**config.mk**
```make
export PLATFORM = sky130hd
export DESIGN_NAME = ultrasonido_ctrl
export DESIGN_NICKNAME = d
export VERILOG_FILES = /design/src/rtl/ultrasonido_pkg.sv /design/src/rtl/ultrasonido_ctrl_sync_2ff.sv /design/src/rtl/ultrasonido_ctrl.sv
export SDC_FILE = /design/constraint.sdc
export NUM_CORES = 1
export LEC_CHECK = 0
export CAP_MARGIN = 30
export CELL_PAD_IN_SITES_DETAIL_PLACEMENT = 1
export CELL_PAD_IN_SITES_GLOBAL_PLACEMENT = 1
export CORE_MARGIN = 5
export CORE_UTILIZATION = 51
export DETAILED_ROUTE_END_ITERATION = 6
export GPL_TIMING_DRIVEN = 0
export PLACE_DENSITY = 0.89
export SKIP_CTS_REPAIR_TIMING = 1
export SLEW_MARGIN = 15
export SYNTH_ARGS = -nofsm -noshare
export SYNTH_HDL_FRONTEND = slang
export SYNTH_SLANG_ARGS = --single-unit
```
**constraint.sdc**
```tcl
create_clock -name clk -period 4.95 [get_ports clk]
set_input_delay 0.7425 -clock clk [delete_from_list [all_inputs] [get_ports clk]]
set_output_delay 0.7425 -clock clk [all_outputs]
set_load 0.02 [all_outputs]
```
**src/rtl/ultrasonido_pkg.sv**
```systemverilog
// Shared FSM encoding and default 50 MHz timing for the ultrasonic ranger sequencer.
package ultrasonido_pkg;

  localparam int unsigned CLK_HZ             = 32'd50_000_000;
  localparam int unsigned DEF_TRIG_CYCLES    = CLK_HZ / 32'd100_000;             // 10 us
  localparam int unsigned DEF_TIMEOUT_CYCLES = (CLK_HZ / 32'd1_000) * 32'd30;    // 30 ms
  localparam int unsigned DEF_PERIOD_CYCLES  = (CLK_HZ / 32'd1_000) * 32'd60;    // 60 ms
  localparam int unsigned DEF_CYC_PER_CM     = (CLK_HZ / 32'd1_000_000) * 32'd58; // 58 us/cm

  typedef enum logic [2:0] {
    ST_IDLE      = 3'd0,
    ST_TRIG      = 3'd1,
    ST_WAIT_RISE = 3'd2,
    ST_MEASURE   = 3'd3,
    ST_HOLDOFF   = 3'd4
  } state_e;

endpackage

```
**src/rtl/ultrasonido_ctrl_sync_2ff.sv**
```systemverilog
// Generic two-flop synchroniser for asynchronous sensor inputs; resets to 0.
module sync_2ff #(
  parameter int unsigned W = 1
) (
  input  logic         clk,
  input  logic         rst_n,
  input  logic [W-1:0] d,
  output logic [W-1:0] q
);

  logic [W-1:0] meta_r;

  // Metastability stage followed by the stable output stage.
  always_ff @(posedge clk or negedge rst_n) begin
    if (!rst_n) begin
      meta_r <= {W{1'b0}};
      q      <= {W{1'b0}};
    end else begin
      meta_r <= d;
      q      <= meta_r;
    end
  end

endmodule

```
**src/rtl/ultrasonido_ctrl.sv**
```systemverilog
// HC-SR04-class ranger sequencer: trigger, echo-width measurement, cm conversion,
// echo timeouts and re-trigger holdoff, one result per valid strobe.
module ultrasonido_ctrl
  import ultrasonido_pkg::*;
#(
  parameter int unsigned CNT_W          = 20,
  parameter int unsigned TRIG_CYCLES    = DEF_TRIG_CYCLES,
  parameter int unsigned TIMEOUT_CYCLES = DEF_TIMEOUT_CYCLES,
  parameter int unsigned PERIOD_CYCLES  = DEF_PERIOD_CYCLES,
  parameter int unsigned CYC_PER_CM     = DEF_CYC_PER_CM,
  parameter int unsigned CM_W           = 9
) (
  input  logic             clk,
  input  logic             rst_n,
  input  logic             start,
  input  logic             continuous,
  input  logic             echo,
  output logic             trig,
  output logic             busy,
  output logic             valid,
  output logic             timeout,
  output logic [CNT_W-1:0] echo_cycles,
  output logic [CM_W-1:0]  distance_cm
);

  localparam int unsigned     PW           = CNT_W + 2;
  localparam logic [PW-1:0]   ZERO_P       = {PW{1'b0}};
  localparam logic [PW-1:0]   ONE_P        = PW'(32'd1);
  localparam logic [PW-1:0]   TRIG_LAST    = PW'(TRIG_CYCLES - 32'd1);
  localparam logic [PW-1:0]   TIMEOUT_MAX  = PW'(TIMEOUT_CYCLES);
  localparam logic [PW-1:0]   TIMEOUT_LAST = PW'(TIMEOUT_CYCLES - 32'd1);
  localparam logic [PW-1:0]   PERIOD_LAST  = PW'(PERIOD_CYCLES - 32'd1);
  localparam logic [PW-1:0]   PRE_LAST     = PW'(CYC_PER_CM - 32'd1);
  localparam logic [PW-1:0]   OUT_MAX      = {2'b00, {CNT_W{1'b1}}};
  localparam logic [CM_W-1:0] CM_MAX       = {CM_W{1'b1}};
  localparam logic [CM_W-1:0] CM_ONE       = CM_W'(32'd1);

  // Internal counts run CNT_W+2 bits wide; the published width saturates rather than wraps.
  function automatic logic [CNT_W-1:0] clamp_out(input logic [PW-1:0] v);
    logic [CNT_W-1:0] r;
    if (v > OUT_MAX) begin
      r = {CNT_W{1'b1}};
    end else begin
      r = v[CNT_W-1:0];
    end
    return r;
  endfunction

  logic            echo_s;
  logic            echo_d_r;
  logic            rise_s;
  logic            fall_s;
  state_e          state_r;
  state_e          state_nxt_s;
  logic            tick_s;
  logic            post_ok_s;
  logic            post_to_s;
  logic [PW-1:0]   phase_cnt_r;
  logic [PW-1:0]   per_r;
  logic [PW-1:0]   cyc_cnt_r;
  logic [PW-1:0]   pre_r;
  logic [CM_W-1:0] cm_r;

  sync_2ff #(.W(1)) u_echo_sync (
    .clk   (clk),
    .rst_n (rst_n),
    .d     (echo),
    .q     (echo_s)
  );

  assign rise_s = echo_s & ~echo_d_r;
  assign fall_s = ~echo_s & echo_d_r;

  // Previous synchronised echo for edge detection.
  always_ff @(posedge clk or negedge rst_n) begin
    if (!rst_n) begin
      echo_d_r <= 1'b0;
    end else begin
      echo_d_r <= echo_s;
    end
  end

  // Next state, result-posting events and the per-high-cycle count enable.
  always_comb begin
    state_nxt_s = state_r;
    tick_s      = 1'b0;
    post_ok_s   = 1'b0;
    post_to_s   = 1'b0;
    case (state_r)
      ST_IDLE: begin
        if (start || continuous) begin
          state_nxt_s = ST_TRIG;
        end else begin
          state_nxt_s = ST_IDLE;
        end
      end
      ST_TRIG: begin
        if (phase_cnt_r == TRIG_LAST) begin
          state_nxt_s = ST_WAIT_RISE;
        end else begin
          state_nxt_s = ST_TRIG;
        end
      end
      ST_WAIT_RISE: begin
        // The rise cycle is itself an echo-high cycle, so it is counted here.
        if (rise_s) begin
          state_nxt_s = ST_MEASURE;
          tick_s      = 1'b1;
        end else if (phase_cnt_r == TIMEOUT_LAST) begin
          state_nxt_s = ST_HOLDOFF;
          post_to_s   = 1'b1;
        end else begin
          state_nxt_s = ST_WAIT_RISE;
        end
      end
      ST_MEASURE: begin
        if (fall_s) begin
          state_nxt_s = ST_HOLDOFF;
          post_ok_s   = 1'b1;
        end else if (cyc_cnt_r == TIMEOUT_MAX) begin
          state_nxt_s = ST_HOLDOFF;
          post_to_s   = 1'b1;
        end else begin
          state_nxt_s = ST_MEASURE;
          tick_s      = echo_s;
        end
      end
      ST_HOLDOFF: begin
        // A stuck-high echo must clear before the sensor is triggered again.
        if ((per_r == PERIOD_LAST) && !echo_s) begin
          if (continuous) begin
            state_nxt_s = ST_TRIG;
          end else begin
            state_nxt_s = ST_IDLE;
          end
        end else begin
          state_nxt_s = ST_HOLDOFF;
        end
      end
      default: begin
        state_nxt_s = ST_IDLE;
      end
    endcase
  end

  // FSM state register.
  always_ff @(posedge clk or negedge rst_n) begin
    if (!rst_n) begin
      state_r <= ST_IDLE;
    end else begin
      state_r <= state_nxt_s;
    end
  end

  // Trigger-width / wait-for-rise timer, restarted on every state change.
  always_ff @(posedge clk or negedge rst_n) begin
    if (!rst_n) begin
      phase_cnt_r <= ZERO_P;
    end else if (state_nxt_s != state_r) begin
      phase_cnt_r <= ZERO_P;
    end else if ((state_r == ST_TRIG || state_r == ST_WAIT_RISE) && (phase_cnt_r != {PW{1'b1}})) begin
      phase_cnt_r <= phase_cnt_r + ONE_P;
    end else begin
      phase_cnt_r <= phase_cnt_r;
    end
  end

  // Trigger-to-trigger period counter, zeroed on every entry into TRIG.
  always_ff @(posedge clk or negedge rst_n) begin
    if (!rst_n) begin
      per_r <= ZERO_P;
    end else if ((state_r == ST_IDLE) || ((state_nxt_s == ST_TRIG) && (state_r != ST_TRIG))) begin
      per_r <= ZERO_P;
    end else if (per_r != PERIOD_LAST) begin
      per_r <= per_r + ONE_P;
    end else begin
      per_r <= per_r;
    end
  end

  // Echo width, cm prescaler and saturating cm count.
  always_ff @(posedge clk or negedge rst_n) begin
    if (!rst_n) begin
      cyc_cnt_r <= ZERO_P;
      pre_r     <= ZERO_P;
      cm_r      <= {CM_W{1'b0}};
    end else if (state_r == ST_IDLE || state_r == ST_TRIG) begin
      cyc_cnt_r <= ZERO_P;
      pre_r     <= ZERO_P;
      cm_r      <= {CM_W{1'b0}};
    end else if (tick_s) begin
      if (cyc_cnt_r != TIMEOUT_MAX) begin
        cyc_cnt_r <= cyc_cnt_r + ONE_P;
      end else begin
        cyc_cnt_r <= cyc_cnt_r;
      end
      if (pre_r == PRE_LAST) begin
        pre_r <= ZERO_P;
        if (cm_r != CM_MAX) begin
          cm_r <= cm_r + CM_ONE;
        end else begin
          cm_r <= cm_r;
        end
      end else begin
        pre_r <= pre_r + ONE_P;
      end
    end else begin
      cyc_cnt_r <= cyc_cnt_r;
      pre_r     <= pre_r;
      cm_r      <= cm_r;
    end
  end

  // Registered outputs; results are held until the next valid strobe.
  always_ff @(posedge clk or negedge rst_n) begin
    if (!rst_n) begin
      trig        <= 1'b0;
      busy        <= 1'b0;
      valid       <= 1'b0;
      timeout     <= 1'b0;
      echo_cycles <= {CNT_W{1'b0}};
      distance_cm <= {CM_W{1'b0}};
    end else begin
      trig  <= (state_nxt_s == ST_TRIG);
      busy  <= (state_nxt_s != ST_IDLE);
      valid <= post_ok_s | post_to_s;
      if (post_ok_s) begin
        echo_cycles <= clamp_out(cyc_cnt_r);
        distance_cm <= cm_r;
        timeout     <= 1'b0;
      end else if (post_to_s) begin
        if (state_r == ST_WAIT_RISE) begin
          echo_cycles <= clamp_out(TIMEOUT_MAX);
        end else begin
          echo_cycles <= clamp_out(cyc_cnt_r);
        end
        distance_cm <= CM_MAX;
        timeout     <= 1'b1;
      end else begin
        echo_cycles <= echo_cycles;
        distance_cm <= distance_cm;
        timeout     <= timeout;
      end
    end
  end

endmodule

```
==> results of run 1 <==
worst reg2reg max path, stage by stage (launching register included):
cell      delay [ps]
dfrtp_1          460
inv_1            140
ha_1             150
or4b_1           530
nor4_4           440
o221ai_2         270
and2_1           220
clkbuf_1         210
a32o_1           260
cells in the mapped netlist, types with 3 or more instances:
| cell type | n |
|---|---|
| and4_1 | 3 |
| o311ai_1 | 3 |
| a211oi_1 | 25 |
| o31ai_1 | 9 |
| a22o_1 | 8 |
| or4b_4 | 3 |
| nor4b_1 | 4 |
| nor4_1 | 29 |
| or3_1 | 13 |
| and2_1 | 10 |
| xor2_1 | 13 |
| clkbuf_1 | 28 |
| ha_1 | 7 |
| a21o_1 | 5 |
| dfrtp_1 | 136 |
| nand4b_1 | 4 |
| o21ai_1 | 10 |
| buf_4 | 5 |
| nor4_2 | 5 |
| o2111ai_1 | 3 |
| a31oi_1 | 6 |
| nand4_1 | 32 |
| nand2_1 | 52 |
| buf_2 | 9 |
| a211o_1 | 10 |
| a41o_1 | 4 |
| inv_1 | 41 |
| nor3_1 | 23 |
| nand3_1 | 46 |
| and3_1 | 8 |
| a21oi_1 | 22 |
| nor2_1 | 74 |
| o22a_1 | 9 |
| o21ai_0 | 6 |
| a2111oi_0 | 3 |
| or4_1 | 9 |
| xnor2_1 | 32 |
| or4b_1 | 3 |
| nor2b_1 | 3 |
| mux2i_1 | 32 |
| or2_1 | 3 |
| nand2b_1 | 8 |
power groups by stage:
stage | sequential (uW) | combinational [uW] | clock, uW
2_1_floorplan | 1130 | 5.08 | 0
3_3_place_gp | 1140 | 32.2 | 0
3_5_place_dp | 1130 | 36.6 | 0
4_1_cts | 1110 | 37.0 | 1520
5_1_grt | 1110 | 41.3 | 1580
6_report | 1110 | 35.8 | 1510
metal layers:
layer | up-vias | GRT usage, % | routed length [um]
li1 | 3067 | - | -
met1 | 3501 | 33.8 | 9680
met2 | 231 | 45.8 | 11900
met3 | 66 | 5.23 | 1090
met4 | 0 | 11.9 | 748
met5 | - | 0 | 0
worst max-delay path by stage:
stage               cells after the start                        from  slack [ps]                     endpoint
floorplan                               8    cyc_cnt_r[0]$_DFFE_PN0P_        2720         pre_r[1]$_DFFE_PN0P_
detailed placement                      8    cyc_cnt_r[0]$_DFFE_PN0P_        2240         pre_r[1]$_DFFE_PN0P_
global route                            7  phase_cnt_r[9]$_DFFE_PN0P_        1990   phase_cnt_r[4]$_DFFE_PN0P_
finish                                  8    cyc_cnt_r[0]$_DFFE_PN0P_        2150         pre_r[1]$_DFFE_PN0P_
global placement                        1                       rst_n       -2220  phase_cnt_r[16]$_DFFE_PN0P_
CTS                                     7        pre_r[0]$_DFFE_PN0P_        2110         pre_r[1]$_DFFE_PN0P_
final cells by class:
| cell class | instances | area (um2) | area share (%) |
|---|---|---|---|
| repair buffers | 40 | 412 | 4.59 |
| multi-input cells | 573 | 3830 | 42.7 |
| well taps | 184 | 230 | 2.57 |
| clock buffers | 19 | 443 | 4.94 |
| inverters | 43 | 161 | 1.80 |
| clock inverters | 13 | 249 | 2.78 |
| plain buffers | 45 | 239 | 2.66 |
| flip-flops and latches | 136 | 3400 | 37.9 |
state kept, by name, indices dropped and copies added, names as in the netlist, 3 cells and up:
| register | flops |
|---|---|
| cyc_cnt_r | 22 |
| state_r | 3 |
| per_r | 22 |
| phase_cnt_r | 22 |
| distance_cm | 9 |
| cm_r | 9 |
| pre_r | 22 |
| echo_cycles | 20 |
cells by family (layout without fill, tap and decap cells):
| kind of cell | Yosys count | in the layout | share of synthesized area (%) |
|---|---|---|---|
| XOR/XNOR | 45 | 45 | 5.16 |
| buffers and inverters | 88 | 160 | 5.24 |
| multiplexers | 33 | 33 | 4.34 |
| flip-flops | 136 | 136 | 44.6 |
| adder cells (fa/ha/maj) | 7 | 7 | 1.15 |
| AND/OR/NAND/NOR | 348 | 348 | 25.7 |
| AO/OA/AOI/OAI | 140 | 140 | 13.9 |
through the flow:
stage,cells,instance area (um2),TNS (ps)
2_1_floorplan,797,7640,0
3_3_place_gp,1018,8240,-300640
3_5_place_dp,1019,8270,0
4_1_cts,1051,8960,0
5_1_grt,1053,8970,0
6_report,1053,8970,0
==> implementation parameters, run 1 <==
Parameter                              Value

Detailed routing
  Via count ... 6865
  Number of vias per cell after detailed routing ... 6.52
  Mean routed wirelength per cell ... 22.2 um
  Antenna-violating nets left ... 0
  First-pass iteration count of the detailed router ... 5
  DRC violations left ... 0
  Routed Wire Length ... approximately 23000 um
  Iteration-0 DRC Markers ... 606

Cells and area
  Number of inserted diodes ... 0
  Most frequent standard cell in the layout excluding fill and tap cells ... dfrtp_1
  Filler Cells Inserted ... 1600
  Ratio of cells with drive above 1 in the final layout ... a little under a tenth
  Commonest cells after routing, fill and taps aside ... dfrtp_1 (136), nor2_1 (74), nand2_1 (52), nand3_1 (46), inv_1 (41)
  Nets@finish ... ~870
  Synth-to-Final Area Change ... 17.5%
  Final cell utilization of the core ... 61.5%

Placement
  Port bufs ... 37
  Routability-driven placement congestion ratio ... 0.883
  Worst setup slack before clock tree synthesis ... 2240 ps
  Half-perimeter wire length of the detailed placement result ... roughly 15000 um

Synthesis
  Most used flip-flop cell after synthesis ... dfrtp_1
  Mean instance size in the synthesized netlist ... 9.58 um2
  Number of storage elements in the synthesis netlist ... between 100 and 150
  Area share of the largest cell type after synthesis ... 44.6%
  Number of enable flip-flop cells after synthesis ... 0
  Synth Warn # ... 0
  Asr flop ratio synth ... 100%
  Mapped Nets ... around 810
  Main area contributors after synthesis ... dfrtp_1 (45%), mux2i_1 (4.2%), xnor2_1 (3.7%), nor2_1 (3.6%), nand3_1 (3.0%)
  Distinct cell type count after synthesis ... 74
  Library cell with the largest summed area after synthesis ... dfrtp_1
  Cell area after technology mapping ... 7640 um2
  Share of synthesized area occupied by flip-flops and latches ... 44.6%
  Synthesized instance count ... between 700 and 800

Setup path
  Worst Path Arrival ... 3120 ps
  Kind of capture point of the worst setup path ... register
  Delay-heaviest family, CP ... simple AND/OR/NAND/NOR gates
  Flop-to-flop setup slack ... 2150 ps
  Critical path buffer and inverter count ... 2
  Maximum fanout along the worst path ... 7
  Slowest cell on crit path ... or4b_1
  CP Launch Type ... register
  R2r endpoint ... pre_r[1]$_DFFE_PN0P_
  Path type of the worst setup path ... reg2reg
  Critical-path cell list ... inv_1 -> ha_1 -> or4b_1 -> nor4_4 -> o221ai_2 -> and2_1 -> clkbuf_1 -> a32o_1
  Worst reg2reg path startpoint ... cyc_cnt_r[0]$_DFFE_PN0P_
  Data required time at the worst endpoint ... 5270 ps
  Critical path's largest stage delay ... 530 ps
  Depth of the worst register-to-register path ... 8

Die
  Core area ... 14600 um2
  Top Ports ... 38
  Floorplan die area ... 17500 um2
  Die width ... 132 um
  Initial core utilization ... 52.3%
  Standard-cell rows ... 44
  Floorplan die height ... 132 um

Timing
  Largest clock skew in the final design ... 9.37 ps
  Setup-violating endpoint count in the final report ... 0
  Worst hold slack after final layout ... 211 ps
  Max Freq ... around 0.36 GHz
  Min cycle time layout ... 2800 ps
  Worst slew margin relative to its limit ... between 20% and 30%
  Tcrit/Tclk final ... a little under three fifths
  Transition time of the tightest slew-check pin ... 1050 ps
  RSZ-0062 raised after global routing ... false
  Max-slew violations ... 0
  Final Worst Setup Slack ... 2150 ps
  Final hold viol count ... 0

Pwr
  Clock share of power ... a little under three fifths
  Net Switching ... 532 uW
  Total internal power ... 2130 uW
  Max rail drop VDD ... 0.000245 V
  Net switching fraction of the power ... 20.0%
  Fraction of power consumed by sequential logic ... 41.9%
  Combinational share of power ... between 1 and 1.5%
  Power density of the placed cells ... 296 nW/um2
  Post-layout total power ... 2660 uW
  Leakage power total ... 0.00349 uW

CTS
  Total clock buffers created by CTS ... 17
  CTS sink cnt ... around 140
  TritonCTS clock tree ... yes
  CTS HTree Levels ... 4
  Latest clock arrival within the worst-skew pair ... 440 ps
  Buffers from clock root to sink, at most ... 2
  Clock edge transition at the registers on the reported setup and hold paths ... ~60 ps
  Clock Root Buffer ... clkbuf_16

Global routing
  Maximum number of pins on one net before global-route repair ... 84
  Total global routing overflow ... 0
  Wire length of the first global-routing pass ... 38800 um
  Number of antenna violations at the first check in global routing ... 0
  Via count of the first global-routing pass ... 7412
  Aggregate global-route resource usage ... about 27%

Run status
  Outcome ... finished clean

Job
  Number of maximum-capacitance constraint violations ... 0

Worst hold path
  Worst min-delay path category ... in2async
Note: power is estimated with default switching activity, not from simulation.
==> run 2, diff against run 1 <==
CORE_UTILIZATION = 43   (was 51)
PLACE_DENSITY = 0.8   (was 0.89)
clock period = 2.3 ns   (was 4.95 ns; I/O delays follow)
==> run 2 against run 1 <==
Against the previous run: the run now ends with negative setup slack left; die area up 17%; clock-buffer cell count increased by 2; critical endpoint is now echo_cycles[15]$_DFFE_PN0P_; register-to-register slack lost 2400 ps; worst hold slack improved by 140 ps; sequential power rose by 120%; largest cell class unchanged; core utilization shrank 5.4 points; combinational power rose by 120%.
==> implementation parameters, run 2 (synthesis results as in run 1) <==
Parameter                              Value

Run status
  Outcome ... complete, but fails checks
  Violated checks ... negative setup slack

Pwr
  Net switching fraction of the power ... 20.9%
  Max rail drop VDD ... 0.000578 V
  Leakage power total ... approximately 0.0038 uW
  Total internal power ... 4390 uW
  Net Switching ... 1160 uW
  Fraction of power consumed by sequential logic ... 43.2%
  Combinational share of power ... 1.4%
  Power density of the placed cells ... 571 nW/um2
  Clock share of power ... roughly 55%

Cells and area
  Most frequent standard cell in the layout excluding fill and tap cells ... dfrtp_1
  Commonest cells after routing, fill and taps aside ... dfrtp_1 (125), nor2_1 (72), nand2_1 (51), nand3_1 (45), inv_1 (39)
  Final cell utilization of the core ... 56.1%
  Synth-to-Final Area Change ... 27.5%
  Ratio of cells with drive above 1 in the final layout ... 18.8%
  Final non-filler cell total ... 1123
  Number of inserted diodes ... 0
  Nets@finish ... between 800 and 900

Die
  Initial core utilization ... 44.0%
  Floorplan die area ... 20500 um2
  Top Ports ... 38
  Standard-cell rows ... 48
  Die width ... 143 um
  Floorplan die height ... around 140 um
  Core area ... 17400 um2

Timing
  Tcrit/Tclk final ... 110%
  Setup-violating endpoint count in the final report ... 81
  Largest clock skew in the final design ... roughly 8.7 ps
  Worst hold slack after final layout ... 355 ps
  Min cycle time layout ... 2540 ps
  RSZ-0062 raised after global routing ... true
  Max-slew violations ... 0
  Max Freq ... 0.394 GHz
  Final Worst Setup Slack ... -236 ps
  Transition time of the tightest slew-check pin ... 695 ps
  Final hold viol count ... 0
  Worst slew margin relative to its limit ... 53.7%

Setup path
  Maximum fanout along the worst path ... 7
  Path type of the worst setup path ... reg2reg
  CP Launch Type ... register
  Data required time at the worst endpoint ... 2640 ps
  Kind of capture point of the worst setup path ... register
  Worst Path Arrival ... 2880 ps

Global routing
  Total global routing overflow ... 0
  Maximum number of pins on one net before global-route repair ... 81
  Wire length of the first global-routing pass ... ~36000 um
  Via count of the first global-routing pass ... 7074
  Number of antenna violations at the first check in global routing ... 0
  Aggregate global-route resource usage ... 21.9%

CTS
  CTS HTree Levels ... 4
  Clock edge transition at the registers on the reported setup and hold paths ... 60 ps
  CTS sink cnt ... 136
  Clock Root Buffer ... clkbuf_16
  TritonCTS clock tree ... yes
  Latest clock arrival within the worst-skew pair ... ~430 ps
  Buffers from clock root to sink, at most ... 2
  Total clock buffers created by CTS ... 17

Worst hold path
  Worst min-delay path category ... in2reg

Detailed routing
  DRC violations left ... 0
  Iteration-0 DRC Markers ... roughly 440
  Antenna-violating nets left ... 0
  Via count ... slightly below 7000
  Routed Wire Length ... 24700 um
  Mean routed wirelength per cell ... between 20 and 25 um
  Number of vias per cell after detailed routing ... around 6.2
  First-pass iteration count of the detailed router ... 4

Job
  Number of maximum-capacitance constraint violations ... 0

Placement
  Port bufs ... 37
  Half-perimeter wire length of the detailed placement result ... 14500 um
  Placed instance count ... 1060
  Routability-driven placement congestion ratio ... 0.812
==> run 2: cell count changes in the layout (fill, tap and decap cells not counted), moves of 5 or more <==
cell | previous run | this run
clkbuf_2 | 1 | 11
buf_4 | 5 | 19
clkbuf_16 | 17 | 23
a211oi_2 | 0 | 11
buf_6 | 1 | 7
nor4_4 | 2 | 7
clkbuf_1 | 30 | 18
dfrtp_2 | 0 | 11
a211oi_1 | 25 | 14
dfrtp_1 | 136 | 125
==> run 2: final timing paths <==
check	start	end	slack, ps	cells past startpoint
max	cyc_cnt_r[1]$_DFFE_PN0P_	echo_cycles[15]$_DFFE_PN0P_	-240	9
max reg2reg	cyc_cnt_r[1]$_DFFE_PN0P_	echo_cycles[15]$_DFFE_PN0P_	-240	9
min reg2reg	u_echo_sync.meta_r$_DFF_PN0_	u_echo_sync.q$_DFF_PN0_	380	0
min	echo	u_echo_sync.meta_r$_DFF_PN0_	350	1
max in group asynchronous	rst_n	cyc_cnt_r[7]$_DFFE_PN0P_	1090	3
min in group asynchronous	rst_n	phase_cnt_r[16]$_DFFE_PN0P_	430	2
==> run 2: worst max-delay path, stage by stage, from the launching register on <==
cell	delay (ps)
dfrtp_2	460
inv_2	100
ha_4	120
or4b_4	500
nor4_4	300
nand3_2	180
a31oi_4	250
buf_12	170
buf_8	140
mux2i_2	220
==> run 2: power by group through the flow <==
| stage | Combinational [uW] | Clock, uW | Sequential (uW) |
|---|---|---|---|
| 6_report | 78.9 | 3080 | 2400 |
| 5_1_grt | 92.4 | 3250 | 2400 |
| 4_1_cts | 79.8 | 3110 | 2400 |
| 3_5_place_dp | 80.1 | 0 | 2440 |
| 3_3_place_gp | 72.1 | 0 | 2440 |
| 2_1_floorplan | 10.9 | 0 | 2440 |
==> run 2: stage by stage <==
stage,area (um2),TNS (ps),total power [uW],worst slack (ps)
2_1_floorplan,7640,0,2450,69.8
3_3_place_gp,8290,-679140,2520,-4820
3_5_place_dp,8320,-28880,2520,-444
4_1_cts,8980,-34190,5590,-493
5_1_grt,9740,-18420,5740,-322
6_report,9740,-12690,5560,-236
==> run 2: final cells by class <==
class | count | area, um2
Buffer | 43 | 298
Clock buffer | 21 | 460
Clock inverter | 11 | 195
Fill cell | 1900 | 7620
Inverter | 43 | 161
Multi-Input combinational cell | 573 | 4130
Sequential cell | 136 | 3420
Tap cell | 225 | 282
Timing Repair Buffer | 71 | 788
==> run 2: metal layers <==
metal	routed length (um)	vias up	share of wire [%]	track usage, %
li1	-	3127	-	-
met1	10500	3596	42	28.4
met2	12500	182	51	37.2
met3	1040	52	4.2	3.72
met4	634	0	2.6	7.19
met5	0	-	0	0
==> run 3, diff against run 2 <==
CTS_CLUSTER_SIZE = 20   (was not set)
==> results of run 3 <==
Final layout, timing and power as in run 2 (identical DEF).
